`config.mk`:
```
export PLATFORM = sky130hd
export DESIGN_NAME = simon_sequencer
export DESIGN_NICKNAME = d
export VERILOG_FILES = /design/src/rtl/simon_pkg.sv /design/src/rtl/simon_lfsr.sv /design/src/rtl/simon_sequencer.sv
export SDC_FILE = /design/constraint.sdc
export NUM_CORES = 1
export LEC_CHECK = 0
export CAP_MARGIN = 5
export CORE_MARGIN = 1.5
export CORE_UTILIZATION = 60
export CTS_CLUSTER_DIAMETER = 100
export DETAILED_ROUTE_END_ITERATION = 16
export GPL_TIMING_DRIVEN = 1
export PLACE_DENSITY = 0.8
export SLEW_MARGIN = 20
export SYNTH_ARGS = -nofsm -noshare
export SYNTH_HDL_FRONTEND = slang
export SYNTH_SLANG_ARGS = --single-unit
```
`constraint.sdc`:
```
create_clock -name clk -period 7.9 [get_ports clk]
set_clock_uncertainty 0.2 [all_clocks]
set_input_delay 1.58 -clock clk [delete_from_list [all_inputs] [get_ports clk]]
set_output_delay 1.58 -clock clk [all_outputs]
set_load 0.05 [all_outputs]
```
`src/rtl/simon_pkg.sv`:
```
// Shared types and constants for the Simon sequencer: FSM state encoding and
// LFSR polynomial used to draw pad indices.
package simon_pkg;

    localparam int unsigned LfsrW = 16;
    localparam logic [LfsrW-1:0] LfsrMask = 16'hB400;

    typedef enum logic [2:0] {
        StIdle,
        StExtend,
        StShowOn,
        StShowOff,
        StInput,
        StFail,
        StWin
    } state_e;

    // One step of a right-shifting Galois LFSR.
    function automatic logic [LfsrW-1:0] lfsr_step(input logic [LfsrW-1:0] v);
        return (v >> 1) ^ (v[0] ? LfsrMask : '0);
    endfunction

endpackage

```
`src/rtl/simon_lfsr.sv`:
```
// Free-running 16-bit Galois LFSR; advances every cycle and reloads SEED on reset.
module simon_lfsr
    import simon_pkg::*;
#(
    parameter logic [LfsrW-1:0] SEED = 16'hACE1
) (
    input  logic             clk,
    input  logic             resetn,
    output logic [LfsrW-1:0] lfsr
);

    logic [LfsrW-1:0] lfsr_q, lfsr_d;

    always_comb begin
        lfsr_d = lfsr_step(lfsr_q);
    end

    always_ff @(posedge clk or negedge resetn) begin
        if (!resetn) begin
            lfsr_q <= SEED;
        end else begin
            lfsr_q <= lfsr_d;
        end
    end

    assign lfsr = lfsr_q;

endmodule

```
`src/rtl/simon_sequencer.sv`:
```
// Simon game engine: grows a random pad sequence, plays it back, checks guesses and keeps score.
// Define SIMON_TIMEOUT_EN to fail a round when no guess arrives within TIMEOUT_CYCLES.
module simon_sequencer
    import simon_pkg::*;
#(
    parameter int unsigned   N_PADS         = 4,
    parameter int unsigned   MAX_LEN        = 16,
    parameter int unsigned   ON_CYCLES      = 10_000_000,
    parameter int unsigned   OFF_CYCLES     = 5_000_000,
    parameter int unsigned   TIMEOUT_CYCLES = 100_000_000,
    parameter logic [15:0]   SEED           = 16'hACE1,
    parameter int unsigned   SCORE_W        = 8,
    localparam int unsigned  IDX_W          = $clog2(N_PADS),
    localparam int unsigned  LEN_W          = $clog2(MAX_LEN + 1)
) (
    input  logic               clk,
    input  logic               resetn,
    input  logic               start,
    input  logic               guess_valid,
    input  logic [IDX_W-1:0]   guess,
    output logic [N_PADS-1:0]  pad_on,
    output logic               accept,
    output logic               busy,
    output logic [LEN_W-1:0]   round_len,
    output logic [SCORE_W-1:0] score,
    output logic [SCORE_W-1:0] high_score,
    output logic               game_over,
    output logic               win
);

    localparam int unsigned PtrW    = (MAX_LEN > 1) ? $clog2(MAX_LEN) : 1;
    localparam int unsigned ShowMax = (ON_CYCLES > OFF_CYCLES) ? ON_CYCLES : OFF_CYCLES;
`ifdef SIMON_TIMEOUT_EN
    localparam int unsigned TmrMax  = (ShowMax > TIMEOUT_CYCLES) ? ShowMax : TIMEOUT_CYCLES;
`else
    localparam int unsigned TmrMax  = ShowMax;
    localparam int unsigned unused_timeout = TIMEOUT_CYCLES;
`endif
    localparam int unsigned TmrW    = $clog2(TmrMax + 1);

    state_e                state_q, state_d;
    logic [IDX_W-1:0]      seq_q [MAX_LEN];
    logic [IDX_W-1:0]      seq_d [MAX_LEN];
    logic [LEN_W-1:0]      round_len_q, round_len_d;
    logic [PtrW-1:0]       play_idx_q, play_idx_d;
    logic [PtrW-1:0]       in_idx_q, in_idx_d;
    logic [TmrW-1:0]       timer_q, timer_d;
    logic [SCORE_W-1:0]    score_q, score_d;
    logic [SCORE_W-1:0]    high_score_q, high_score_d;
    logic [LfsrW-1:0]      lfsr;
    logic                  unused_lfsr;

    simon_lfsr #(
        .SEED (SEED)
    ) u_lfsr (
        .clk    (clk),
        .resetn (resetn),
        .lfsr   (lfsr)
    );

    assign unused_lfsr = ^lfsr[LfsrW-1:IDX_W];

    always_ff @(posedge clk or negedge resetn) begin
        if (!resetn) begin
            state_q      <= StIdle;
            seq_q        <= '{default: '0};
            round_len_q  <= '0;
            play_idx_q   <= '0;
            in_idx_q     <= '0;
            timer_q      <= '0;
            score_q      <= '0;
            high_score_q <= '0;
        end else begin
            state_q      <= state_d;
            seq_q        <= seq_d;
            round_len_q  <= round_len_d;
            play_idx_q   <= play_idx_d;
            in_idx_q     <= in_idx_d;
            timer_q      <= timer_d;
            score_q      <= score_d;
            high_score_q <= high_score_d;
        end
    end

    always_comb begin
        state_d      = state_q;
        seq_d        = seq_q;
        round_len_d  = round_len_q;
        play_idx_d   = play_idx_q;
        in_idx_d     = in_idx_q;
        timer_d      = timer_q;
        score_d      = score_q;
        high_score_d = high_score_q;

        case (state_q)
            StIdle: begin
                if (start) begin
                    round_len_d = '0;
                    score_d     = '0;
                    state_d     = StExtend;
                end
            end
            StExtend: begin
                seq_d[PtrW'(round_len_q)] = lfsr[IDX_W-1:0];
                round_len_d = round_len_q + LEN_W'(1);
                play_idx_d  = '0;
                timer_d     = TmrW'(ON_CYCLES - 1);
                state_d     = StShowOn;
            end
            StShowOn: begin
                if (timer_q == '0) begin
                    timer_d = TmrW'(OFF_CYCLES - 1);
                    state_d = StShowOff;
                end else begin
                    timer_d = timer_q - TmrW'(1);
                end
            end
            StShowOff: begin
                if (timer_q == '0) begin
                    play_idx_d = play_idx_q + PtrW'(1);
                    if (LEN_W'(play_idx_q) + LEN_W'(1) == round_len_q) begin
                        in_idx_d = '0;
`ifdef SIMON_TIMEOUT_EN
                        timer_d  = TmrW'(TIMEOUT_CYCLES - 1);
`endif
                        state_d  = StInput;
                    end else begin
                        timer_d = TmrW'(ON_CYCLES - 1);
                        state_d = StShowOn;
                    end
                end else begin
                    timer_d = timer_q - TmrW'(1);
                end
            end
            StInput: begin
                // A guess arriving on the expiry cycle wins over the timeout.
                if (guess_valid) begin
                    if (guess != seq_q[in_idx_q]) begin
                        state_d = StFail;
                    end else if (LEN_W'(in_idx_q) + LEN_W'(1) != round_len_q) begin
                        in_idx_d = in_idx_q + PtrW'(1);
`ifdef SIMON_TIMEOUT_EN
                        timer_d  = TmrW'(TIMEOUT_CYCLES - 1);
`endif
                    end else begin
                        score_d = score_q + SCORE_W'(1);
                        state_d = (round_len_q == LEN_W'(MAX_LEN)) ? StWin : StExtend;
                    end
`ifdef SIMON_TIMEOUT_EN
                end else if (timer_q == '0) begin
                    state_d = StFail;
                end else begin
                    timer_d = timer_q - TmrW'(1);
`endif
                end
            end
            StFail, StWin: begin
                if (score_q > high_score_q) begin
                    high_score_d = score_q;
                end
                state_d = StIdle;
            end
            default: state_d = StIdle;
        endcase
    end

    always_comb begin
        pad_on    = '0;
        accept    = 1'b0;
        busy      = (state_q != StIdle);
        game_over = 1'b0;
        win       = 1'b0;
        case (state_q)
            StShowOn: pad_on    = N_PADS'(1) << seq_q[play_idx_q];
            StInput:  accept    = 1'b1;
            StFail:   game_over = 1'b1;
            StWin:    win       = 1'b1;
            default:  ;
        endcase
    end

    assign round_len  = round_len_q;
    assign score      = score_q;
    assign high_score = high_score_q;

endmodule

```
==> flow_summary_export.csv <==
group,metric,value,unit
status,status,"complete, no violations",
logic_synthesis,synth.yosys.seq_area_share,44.5,%
power_and_ir_drop,ir_worst_vdd,0.139,mV
sta,unrepaired_setup_endpoints_after_global_routing,"no",
drt,vias,4551,
cts,clk_transition_reported_paths,120,ps
die,chipWidth,102,um
die,num_ports,35,
drt,drc,0,
sta,layout_min_cycle_time,5110,ps
sta,timing_worst_slew_pin_value,1150,ps
logic_synthesis,cells_after_synth,576,
layout,fin_nets,615,
cts,insertion_delay_of_the_later_clocked_pin_in_the_worst_skew_pair,390,ps
grt,initial_antenna_violation_count,0,
die,floorplan.rows,35,
critical_path,timing.critical_path.required,6120,ps
layout,fillerInstances,723,
logic_synthesis,synth_area_leaders,"sky130_fd_sc_hd__dfrtp_1 41%, sky130_fd_sc_hd__mux2_2 9.2%, sky130_fd_sc_hd__nand2_1 4.2%",
drt,detail-route-antenna-nets,0,
min_path,timing.hold.worst.class,"reg -> reg",
critical_path,critical-path-top-cell-by-count,"sky130_fd_sc_hd__o21ai_0",
logic_synthesis,asyncSetResetFlopFracSynth,100,%
layout,layout.core_utilization,68.9,%
sta,finalMaxSlewViolations,0,
sta,layout_worst_path_cycle_share,64.7,%
placement,detailed_place_hpwl,9.04,mm
logic_synthesis,synth_fp_nets,598,
logic_synthesis,synth.cell_area,5860,um^2
grt,grt_overflow_total,0,
placement,placement.io_buffers,34,
placement,dpl-instance-area,6240,um^2
critical_path,path_delay_family,"buffers and inverters",
logic_synthesis,synth_area_per_cell,10.2,um^2
grt,first_global_vias,4293,
cts,postCtsSetupRepairBufs,0,
sta,report.final.hold_viol_count,0,
cts,quantity_of_hold_fixing_buffers_added_after_cts,0,
drt,detail_route.vias_per_cell,6.26,
power_and_ir_drop,powerDensity,239,nW/um^2
drt,drtPass1Iterations,5,
die,start_util,62.6,%
critical_path,timing.setup.critical_path_class,"reg -> out",
logic_synthesis,yosysMostFrequentCell,"sky130_fd_sc_hd__dfrtp_1",
run,max_cap_viol_count,0,
min_path,min_delay_path_depth,0,
logic_synthesis,ys_top_cells_by_count,"96 x sky130_fd_sc_hd__dfrtp_1, 65 x sky130_fd_sc_hd__nand2_1, 48 x sky130_fd_sc_hd__mux2_2",
layout,antenna_diode_count,0,
critical_path,worst_setup_path_start_kind,"register",
logic_synthesis,synth_flop_cell,"sky130_fd_sc_hd__dfrtp_1",
sta,final.hold.worst_slack,154,ps
cts,ctsResizeCount,0,
critical_path,worst_setup_path_end_kind,"primary output",
critical_path,critical_path.max_stage_delay,850,ps
logic_synthesis,synth_edf_count,0,
critical_path,cp_slowest_cell,"sky130_fd_sc_hd__clkdlybuf4s50_1",
layout,design_area,6460,um^2
grt,grt_first_pass_wirelength,21.5,mm
power_and_ir_drop,power.leakage,2.87,nW
grt,pin_count_of_the_biggest_net_entering_global_routing,62,
sta,maxClockFrequency,196,MHz
logic_synthesis,yosysWarnings,0,
logic_synthesis,synthDominantAreaCellType,"sky130_fd_sc_hd__dfrtp_1",
critical_path,worst-endpoint-arrival,3330,ps
logic_synthesis,ffs_latches_synth,104,
layout,areaGrowthSynthToFinish,10.1,%
sta,finalSetupViolations,0,
sta,finalSetupTns,0,ps
sta,maxSlewHeadroom,23.5,%
drt,drt_iter0_drc,259,
placement,finalWeightedCongestion,0.889,
critical_path,path_cells,"mux2_2 -> o21ai_0 -> a31oi_1 -> o21ai_0 -> nand2_1 -> nor4_1 -> clkdlybuf4s50_1",
die,chipHeight,102,um
critical_path,cp.buffers_inverters,1,
critical_path,critical_path_cell_count,7,
critical_path,worst-path-max-fanout,18,
die,core_area,9370,um^2
layout,drive_above_1_share,15.2,%
drt,routed_wirelength,12.9,mm
power_and_ir_drop,design_power_total,1.54,mW
cts,cts_buffers,9,
cts,cts_tree,"built",
cts,clock-sinks,104,
die,fp.dieArea,10400,um^2
cts,clock_tree.buffer_depth,2,
logic_synthesis,portion_of_synthesized_cell_area_occupied_by_the_leading_cell_type,41.0,%
cts,htree_num_levels,3,
grt,grt_usage,26.9,%
drt,routed_wire_length_per_instance,17.7,um
logic_synthesis,ys_types,62,
cts,root_buffer,"sky130_fd_sc_hd__clkbuf_8",
critical_path,rr_worst_depth,8,
[power by group]
part,internal (mW),total [mW],switching (mW)
clock,0.132,0.348,0.216
sequential,0.574,0.682,0.107
combinational,0.194,0.511,0.316
[worst reg2reg max path: stages (launching register included)]
cell and delay [ps]:
sky130_fd_sc_hd__dfrtp_1 830, sky130_fd_sc_hd__ha_1 360, sky130_fd_sc_hd__and3b_1 180, sky130_fd_sc_hd__nor3_1 50
sky130_fd_sc_hd__a211o_1 280, sky130_fd_sc_hd__a2111oi_1 970, sky130_fd_sc_hd__a211oi_2 460, sky130_fd_sc_hd__a21oi_1 240
sky130_fd_sc_hd__a21oi_1 60
[metrics by stage]
| step | setup WS, ps | std cells |
|---|---|---|
| after floorplan | 2700 | 576 |
| after global placement | 3270 | 711 |
| after detailed placement | 3200 | 711 |
| after CTS | 2750 | 727 |
| after global routing | 2430 | 727 |
| final | 2790 | 727 |
[worst paths after layout]
check | slack (ps) | from | endpoint
min in group asynchronous | 960 | resetn | seq_q[21]
worst min register to register | 150 | u_lfsr.lfsr[2] | u_lfsr.lfsr[1]
worst max register to register | 4120 | play_idx_q[0] | timer_q[15]
worst max-delay path | 2790 | play_idx_q[0] | pad_on[0]
worst min-delay path | 150 | u_lfsr.lfsr[2] | u_lfsr.lfsr[1]
max in group asynchronous | 5370 | resetn | timer_q[20]
[flip-flops by register name, indices dropped and copies added, names as in the netlist]
| signal | count |
|---|---|
| high_score | 8 |
| state_q | 3 |
| score | 8 |
| round_len | 5 |
| u_lfsr.lfsr | 16 |
| seq_q | 32 |
| timer_q | 24 |
| in_idx_q | 4 |
| play_idx_q | 4 |
[cells in the final DEF, fill, tap and decap left out, types with 4 or more instances in the layout]
cell type / instances
sky130_fd_sc_hd__nor2_1: 35
sky130_fd_sc_hd__nand2b_1: 6
sky130_fd_sc_hd__o21a_1: 5
sky130_fd_sc_hd__dfstp_2: 8
sky130_fd_sc_hd__or3_1: 11
sky130_fd_sc_hd__nor3_1: 13
sky130_fd_sc_hd__a22oi_1: 8
sky130_fd_sc_hd__inv_1: 19
sky130_fd_sc_hd__nand2_1: 65
sky130_fd_sc_hd__a21oi_1: 30
sky130_fd_sc_hd__nand3_1: 14
sky130_fd_sc_hd__clkdlybuf4s50_1: 33
sky130_fd_sc_hd__o211ai_1: 4
sky130_fd_sc_hd__clkbuf_8: 9
sky130_fd_sc_hd__nor2b_1: 7
sky130_fd_sc_hd__mux2_2: 48
sky130_fd_sc_hd__mux4_2: 8
sky130_fd_sc_hd__a21o_1: 5
sky130_fd_sc_hd__nor4_1: 9
sky130_fd_sc_hd__ha_1: 16
sky130_fd_sc_hd__a22o_1: 10
sky130_fd_sc_hd__mux2i_1: 19
sky130_fd_sc_hd__or4_1: 4
sky130_fd_sc_hd__xnor2_1: 6
sky130_fd_sc_hd__a31oi_1: 4
sky130_fd_sc_hd__o21ai_1: 6
sky130_fd_sc_hd__xor2_1: 9
sky130_fd_sc_hd__dfrtp_1: 96
sky130_fd_sc_hd__nand4_1: 6
sky130_fd_sc_hd__o21ai_0: 32
[area by class of cell]
type	instances	area, um^2	share of cell area, %
well taps	129	161	2.50
inverters	19	71.3	1.10
repair buffers	35	345	5.35
clock inverters	7	91.3	1.41
clock buffers	9	124	1.92
flip-flops and latches	104	2610	40.5
multi-input cells	424	3050	47.3
[kinds of logic after synthesis]
| kind of cell | synth area share [%] |
|---|---|
| compound gates | 13.9 |
| mux | 15.7 |
| xor+xnor | 2.62 |
| buf+inv | 3.50 |
| fa+ha+maj | 3.41 |
| flops | 44.5 |
| simple gates | 16.3 |
[per-layer routing]
metal / wire (um) / GRT usage [%] / part of all wire, %
met1: 5650 / 38.3 / 44
met2: 6060 / 40.8 / 47
met3: 930 / 6.36 / 7.2
met4: 247 / 9.06 / 1.9
met5: 0 / 0 / 0
No activity file was read; power rests on OpenSTA's default activity.
